`src/rtl/gpo_multi_core.sv`:
```
// Multi-channel timed GPO core: timestamp-matched events are applied per channel under a mask,
// with a pending-event FIFO during downstream busy. Optional macro GPO_STICKY_ERR_EN latches the first overflow.
module gpo_multi_core #(
    parameter int NUM_CH     = 4,
    parameter int DATA_WIDTH = 64,
    parameter int BUF_DEPTH  = 4
) (
    input  logic                                  CLK100MHZ,
    input  logic                                  reset,
    input  logic                                  counter_matched,
    input  logic [NUM_CH*DATA_WIDTH-1:0]          gpo_in,
    input  logic [NUM_CH-1:0]                     ch_mask,
    input  logic [NUM_CH-1:0]                     override_en,
    input  logic [NUM_CH*DATA_WIDTH-1:0]          override_value,
    input  logic                                  busy,
    output logic                                  selected,
    output logic [NUM_CH-1:0]                     overrided,
    output logic [$clog2(BUF_DEPTH+1)-1:0]        buf_level,
    output logic                                  overflow_error,
    output logic [NUM_CH+NUM_CH*DATA_WIDTH-1:0]   error_data,
    output logic [NUM_CH*DATA_WIDTH-1:0]          gpo_out
);

    localparam int WORD_W  = NUM_CH * DATA_WIDTH;
    localparam int ENTRY_W = NUM_CH + WORD_W;
    localparam int PTR_W   = $clog2(BUF_DEPTH);
    localparam int LVL_W   = $clog2(BUF_DEPTH + 1);

    logic [ENTRY_W-1:0] r_fifo [BUF_DEPTH];
    logic [PTR_W-1:0]   r_wrPtr;
    logic [PTR_W-1:0]   r_rdPtr;
    logic [LVL_W-1:0]   r_level;
    logic [WORD_W-1:0]  r_shadow;
    logic [WORD_W-1:0]  r_ovrReg;
    logic [NUM_CH-1:0]  r_ovrState;

    logic               w_empty;
    logic               w_full;
    logic               w_bypass;
    logic               w_pop;
    logic               w_push;
    logic               w_drop;
    logic               w_apply;
    logic [ENTRY_W-1:0] w_incoming;
    logic [ENTRY_W-1:0] w_applyEntry;
    logic [NUM_CH-1:0]  w_applyMask;
    logic [WORD_W-1:0]  w_applyData;

    // A pop frees a slot in the same cycle, so a match at full is only dropped when nothing drains.
    always_comb begin
        w_incoming   = {ch_mask, gpo_in};
        w_empty      = (r_level == '0);
        w_full       = (r_level == LVL_W'(BUF_DEPTH));
        w_bypass     = counter_matched && w_empty && !busy;
        w_pop        = !busy && !w_empty;
        w_drop       = counter_matched && w_full && !w_pop;
        w_push       = counter_matched && !w_bypass && !w_drop;
        w_apply      = w_bypass || w_pop;
        w_applyEntry = w_pop ? r_fifo[r_rdPtr] : w_incoming;
        w_applyMask  = w_applyEntry[ENTRY_W-1:WORD_W];
        w_applyData  = w_applyEntry[WORD_W-1:0];
    end

    always_ff @(posedge CLK100MHZ) begin
        if (reset) begin
            for (int i = 0; i < BUF_DEPTH; i++) begin
                r_fifo[i] <= '0;
            end
            r_wrPtr <= '0;
            r_rdPtr <= '0;
            r_level <= '0;
        end else begin
            if (w_push) begin
                r_fifo[r_wrPtr] <= w_incoming;
                r_wrPtr         <= r_wrPtr + PTR_W'(1);
            end
            if (w_pop) begin
                r_rdPtr <= r_rdPtr + PTR_W'(1);
            end
            case ({w_push, w_pop})
                2'b10:   r_level <= r_level + LVL_W'(1);
                2'b01:   r_level <= r_level - LVL_W'(1);
                default: r_level <= r_level;
            endcase
        end
    end

    always_ff @(posedge CLK100MHZ) begin
        if (reset) begin
            r_shadow   <= '0;
            r_ovrReg   <= '0;
            r_ovrState <= '0;
            selected   <= 1'b0;
            overrided  <= '0;
        end else begin
            selected  <= w_apply;
            overrided <= w_apply ? (w_applyMask & r_ovrState) : '0;
            for (int k = 0; k < NUM_CH; k++) begin
                if (w_apply && w_applyMask[k]) begin
                    r_shadow[k*DATA_WIDTH +: DATA_WIDTH] <= w_applyData[k*DATA_WIDTH +: DATA_WIDTH];
                end
                if (!busy && override_en[k]) begin
                    r_ovrReg[k*DATA_WIDTH +: DATA_WIDTH] <= override_value[k*DATA_WIDTH +: DATA_WIDTH];
                end
            end
            if (!busy) begin
                r_ovrState <= override_en;
            end
        end
    end

    always_ff @(posedge CLK100MHZ) begin
        if (reset) begin
            overflow_error <= 1'b0;
            error_data     <= '0;
        end else begin
`ifdef GPO_STICKY_ERR_EN
            if (w_drop && !overflow_error) begin
                overflow_error <= 1'b1;
                error_data     <= w_incoming;
            end
`else
            overflow_error <= w_drop;
            if (w_drop) begin
                error_data <= w_incoming;
            end
`endif
        end
    end

    always_comb begin
        buf_level = r_level;
        gpo_out   = '0;
        for (int k = 0; k < NUM_CH; k++) begin
            gpo_out[k*DATA_WIDTH +: DATA_WIDTH] = r_ovrState[k] ? r_ovrReg[k*DATA_WIDTH +: DATA_WIDTH]
                                                                : r_shadow[k*DATA_WIDTH +: DATA_WIDTH];
        end
    end

endmodule
```
`config.mk`:
```
export PLATFORM = sky130hd
export DESIGN_NAME = gpo_multi_core
export DESIGN_NICKNAME = d
export VERILOG_FILES = /design/src/rtl/gpo_multi_core.sv
export SDC_FILE = /design/constraint.sdc
export NUM_CORES = 2
export LEC_CHECK = 0
export CAP_MARGIN = 30
export CORE_MARGIN = 2
export CORE_UTILIZATION = 30
export DETAILED_ROUTE_END_ITERATION = 12
export GPL_TIMING_DRIVEN = 0
export PLACE_DENSITY = 0.5
export SETUP_SLACK_MARGIN = 0.5
export SLEW_MARGIN = 0
export SYNTH_ARGS = -nofsm -noshare
export SYNTH_HDL_FRONTEND = slang
export SYNTH_SLANG_ARGS = --single-unit
```
`constraint.sdc`:
```
create_clock -name CLK100MHZ -period 29.6 [get_ports CLK100MHZ]
set_input_delay 2.96 -clock CLK100MHZ [delete_from_list [all_inputs] [get_ports CLK100MHZ]]
set_output_delay 2.96 -clock CLK100MHZ [all_outputs]
set_load 0.03 [all_outputs]
```
======== After elaboration in Yosys (flattened, before gate mapping) ========
Memories as Yosys holds them, arrays and structs flattened. A register that Yosys moved wholly into a read port is not among the register bits.
Cells that the tools add are included.
operators by class
  equality and inequality tests ........... 3
  shift operators ......................... 0
  multiply operators ...................... 0
  divide/modulo/power cells ............... 0
  reductions and logical operators ........ 25
  add/sub/neg operators ................... 4
  muxes and demuxes ....................... 16
  order comparisons ....................... 0
  bitwise gates (word level) .............. 2
operators with widths
  operator             count
  $mux 260             2
  $reduce_or 260->1    1
  $mux 64              4
  $logic_and 1x1->1    15
  $mux 1               6
  $mux 2               3
  $pmux 3 s2           1
  $logic_not 1->1      5
  $add 2x1->2 const B  2
  $and 4x4->4          1
  $add 3x1->3 const B  1
  $eq 3x3->1 const B   1
  $logic_not 3->1      1
  $sub 3x1->3 const B  1
  $eq 2x1->1 const B   1
  $eq 2x2->1 const B   1
  $reduce_bool 2->1    1
  $reduce_or 2->1      1
  $logic_or 1x1->1     1
  $not 1->1            1
word-level totals
  memory bits (writable) .................. 1,040
  input port bits ......................... 524
  logic and storage cells ................. 67
  flip-flop bits (word level) ............. 789
  memories ................................ 1
  memory bits (read-only) ................. 0
  bits in latches ......................... 0
  output and inout bits ................... 525
memories
  name    words  bits a word  read ports  clocked after Yosys merged registers in  write ports  RTL line  source
  r_fifo  4      260          1           1                                        4            29        logic [ENTRY_W-1:0] r_fifo [BUF_DEPTH];

======== Depth between registers and ports, before layout ========
  word-level depth ........................ 12
  mapped depth ............................ 10
  depth with buffers taken out ............ 7

======== Least setup slack after synthesis ========
No wires, ideal clock.
  path kind ............................... input -> register
  start point ............................. in busy
  end point ............................... mem r_fifo[1][0] in the netlist's numbering (enable)
  required time ........................... 28.359 ns
  path buffers ............................ 1
  setup slack ............................. 6.734 ns
  library setup time ...................... 1.241 ns
  arrival ................................. 21.625 ns
  stages .................................. 4
  cell sequence ........................... buf_2 -> xor2_1 -> o21ai_0 -> o21ai_0
RTL lines
  what                RTL line  source
  start: declaration  15        input logic busy,
  end: declaration    29

======== Worst setup path after layout ========
  start point ............................. reg r_ovrState[2]
  end point ............................... out gpo_out[190]
between the ends
  word-level cells in the longest chain between the ends .. 1
ends and longest elaborated chain
  what                      RTL line  source
  start: declaration        35        logic [NUM_CH-1:0] r_ovrState;
  start signal: assignment  107       r_ovrState <= override_en;
  $mux 64                   135       gpo_out[k*DATA_WIDTH +: DATA_WIDTH] = r_ovrState[k] ? r_ovrReg[k*DATA_WIDTH +: DATA_WIDTH]
  end: declaration          21        output logic [NUM_CH*DATA_WIDTH-1:0] gpo_out
No other way between the ends.

==> metrics.csv <==
stage,metric,value,unit
synth,"Cell Area, Synth",76300,µm²
synth,Post-synth EDFFs,1040,
floorplan,IO Count,1049,
cts,Clock Latency Late Sink,890,ps
worst_setup_path,Critical R2R Launch,buf_level[0]$_SDFFE_PP0P_,
cts,CTS sink count,1831,
synth,post-synthesis register bit count,1831,
timing,Layout Skew,46.6,ps
worst_setup_path,worst path required time,26640,ps
cts,maximum root-to-sink buffer count,3,
status,status,finished clean,
synth,Unique masters post-synth,42,
timing,Worst-Margin Slew,1020,ps
final_layout,Layout area overhead,30.5,%
synth,Synth warnings,0,
synth,commonest register cell after synthesis,edfxtp_1,
worst_setup_path,CP Launch Type,register,
synth,Syn Nets,7314,
final_layout,final instance area,99500,µm²
cts,CTS tree,yes,
power_and_ir_drop,PwrDens,66.1,nW/µm²
run,max_cap viols,0,
timing,slew margin rel.,31.8,%
cts,Resize count post-CTS,0,
timing,final worst path period share,22.4,%
detailed_routing,Routed Wire Length,318000,µm
floorplan,die area,258000,µm²
worst_setup_path,CP endpoint kind,output pin,
detailed_routing,DRC viols,0,
floorplan,Initial Util,30.1,%
detailed_routing,via count,57800,
detailed_routing,DRT Pass-1 Iters,7,
detailed_routing,Starting DRT DRC Count,4480,
worst_setup_path,CP max FO,10,
synth,Post-Synthesis Cells,6789,
floorplan,Core Region,253000,µm²
worst_setup_path,critical path type,register to output pin,
worst_hold_path,hold_sp,r_ovrReg[120]$_SDFFE_PP0P_,
cts,cts bufs inserted,207,
timing,RSZ-0062 raised after global routing,no,
grt,vias in the first global route,58600,
floorplan,FP Rows,185,
grt,GRT overflow,0,
detailed_routing,Via density,4.94,
cts,CTS HTree Levels,4,
place,PortBufs,1046,
worst_setup_path,WP data arrival,3660,ps
place,"Cell Area, Placed",92500,µm²
final_layout,share of post-route cells with drive strength above 1,13.4,%
timing,"Hold Vio Cnt, Final",0,
floorplan,DIE WIDTH,508,µm
cts,"Hold-fix buffers, CTS",0,
grt,antenna violations before repair,44,
grt,largest net degree at the start of global routing,52,
cts,Post-CTS Setup Inserts,0,
cts,Worst-path clk slew,60,ps
worst_hold_path,hold crit path type,register to register,
timing,final setup violation count,0,
synth,"Async S/R FF share, synth",0,%
worst_setup_path,FF-to-FF path depth,11,
final_layout,Final Util,39.3,%
worst_hold_path,hold path cells,2,
worst_setup_path,reg-to-reg endpoint,r_fifo[0][81]$_SDFFCE_PN0P_,
timing,Fin Hold WS,451,ps
floorplan,die height,508,µm
synth,"Avg Cell Area, Syn",11.2,µm²
worst_hold_path,hold endpoint,r_ovrReg[120]$_SDFFE_PP0P_,
detailed_routing,Final ANT Viol Nets,0,
cts,Clock Tree Root,clkbuf_16,
synth,register area share after synthesis,61.7,%
grt,first-pass GRT wire length,441000,µm
worst_setup_path,flop-to-flop setup slack,25640,ps
timing,Max Clk Rate,151,MHz
timing,min Tclk post-route,6620,ps
power_and_ir_drop,worst vdd ir,0.0571,mV
timing,Final Slew Violations,0,
grt,global-route usage over all layers,24.0,%
power_and_ir_drop,cell leakage power,36.9,nW
detailed_routing,WL/cell,27.2,µm
final_layout,nets@finish,8647,
place,Detail Placement HPWL,240000,µm
place,Routability Congestion,0.891,
-- cell usage in the layout (no fill, tap or decap), types with 14 or more instances in the layout --
master,Yosys,routed
clkdlybuf4s50_1,0,1046
mux2i_1,64,64
mux2_2,256,256
nor2_1,596,596
buf_16,0,15
buf_6,22,24
clkinv_1,0,22
a21oi_1,526,526
dfxtp_1,791,791
nand2_1,1689,1689
edfxtp_1,1040,1040
buf_8,0,22
clkbuf_8,0,19
a31oi_1,192,192
mux4_2,260,260
diode_2,0,20
bufinv_16,0,14
and2_1,260,260
buf_2,150,151
clkbuf_2,0,20
clkbuf_1,342,382
buf_1,24,23
clkbuf_16,0,214
clkinv_2,0,40
buf_12,0,36
inv_1,266,266
a221oi_1,64,64
o31ai_1,192,192
-- worst max-delay path: stages, from the launching register on --
cell,delay (ps)
dfxtp_1,470
clkbuf_1,610
clkbuf_1,570
mux2_2,410
clkdlybuf4s50_1,740
-- metrics by stage --
step | worst slack [ps] | cells | power, mW | TNS, ps
final | 22980 | 11700 | 6.57 | 0
after global routing | 22860 | 11700 | 6.80 | 0
after CTS | 22820 | 11700 | 6.64 | 0
after detailed placement | 22520 | 11300 | 4.01 | 0
after global placement | -12560 | 11200 | 4.08 | -9647600
after floorplan | 6730 | 6789 | 3.54 | 0
-- cells by family after synthesis --
kind of cell / Yosys count / share of synthesized area (%)
xor gates and xnor gates: 6 / 0.0689
adders and majority gates: 1 / 0.0263
muxes: 580 / 12.3
buffers and inverters: 806 / 4.43
DFF: 1831 / 61.7
AOI/OAI and AO/OA: 988 / 7.78
and+or+nand+nor: 2577 / 13.7
-- registers in the layout, indices dropped and copies added, names as in the netlist, 3 cells and up, named ones only --
name and count:
r_shadow 256, r_ovrState 4, buf_level 3, error_data 260, r_fifo 1040, r_ovrReg 256
overrided 4
-- where the power goes --
| part | total (mW) | switching (mW) | internal, mW |
|---|---|---|---|
| registers | 2.93 | 0.0741 | 2.86 |
| clock network | 2.63 | 1.13 | 1.51 |
| logic | 1.01 | 0.619 | 0.390 |
| total | 6.57 | 1.82 | 4.75 |
-- final cells by class --
type / count / area (µm²)
antenna: 20 / 50.0
buffer: 539 / 2400
clock buffer: 293 / 5840
clock inverter: 103 / 1080
fill: 24700 / 154000
inverter: 267 / 1000
multi-input combinational: 4152 / 25900
sequential: 1831 / 47100
tap: 3366 / 4210
timing repair buffer: 1124 / 12000
-- cells in the mapped netlist (2+ instances only) --
library cell	n	area, µm²
a21boi_0	2	15.0
o31ai_1	192	1440
buf_1	24	90.1
a31oi_1	192	1200
a211oi_1	3	22.5
and2_1	260	1630
mux4_2	260	5860
a221oi_1	64	561
buf_2	150	751
a21oi_1	526	2630
mux2_2	256	2880
xnor2_1	5	43.8
nand2_1	1689	6340
nor3b_1	5	37.5
and3_1	5	31.3
o21ai_0	5	25.0
nand2b_1	4	25.0
nor2_1	596	2240
buf_6	22	248
dfxtp_1	791	15800
nor3_1	2	10.0
or2_1	5	31.3
nor2b_1	4	25.0
edfxtp_1	1040	31200
clkbuf_1	342	1280
inv_1	266	998
mux2i_1	64	641
-- per-layer routing --
layer	routed length [µm]	global-route usage, %	share of wire [%]	up-vias
li1	-	-	-	26400
met3	21600	4.75	6.8	439
met2	153000	40.2	48	2029
met5	122	0	0.038	-
met4	12200	8.95	3.8	18
met1	131000	30.5	41	28900
-- worst max-delay path by stage --
stage	startpoint	endpoint	cells after the start
CTS	r_ovrState[2]$_SDFFE_PP0N_	gpo_out[190]	4
detailed placement	reset	r_fifo[0][78]$_SDFFCE_PN0P_	11
finish	r_ovrState[2]$_SDFFE_PP0N_	gpo_out[190]	4
global route	r_ovrState[2]$_SDFFE_PP0N_	gpo_out[190]	4
global placement	busy	r_fifo[3][144]$_DFFE_PP_	4
floorplan	busy	r_fifo[1][0]$_SDFFCE_PN0P_	4
Power figures use the tool's default switching activity.
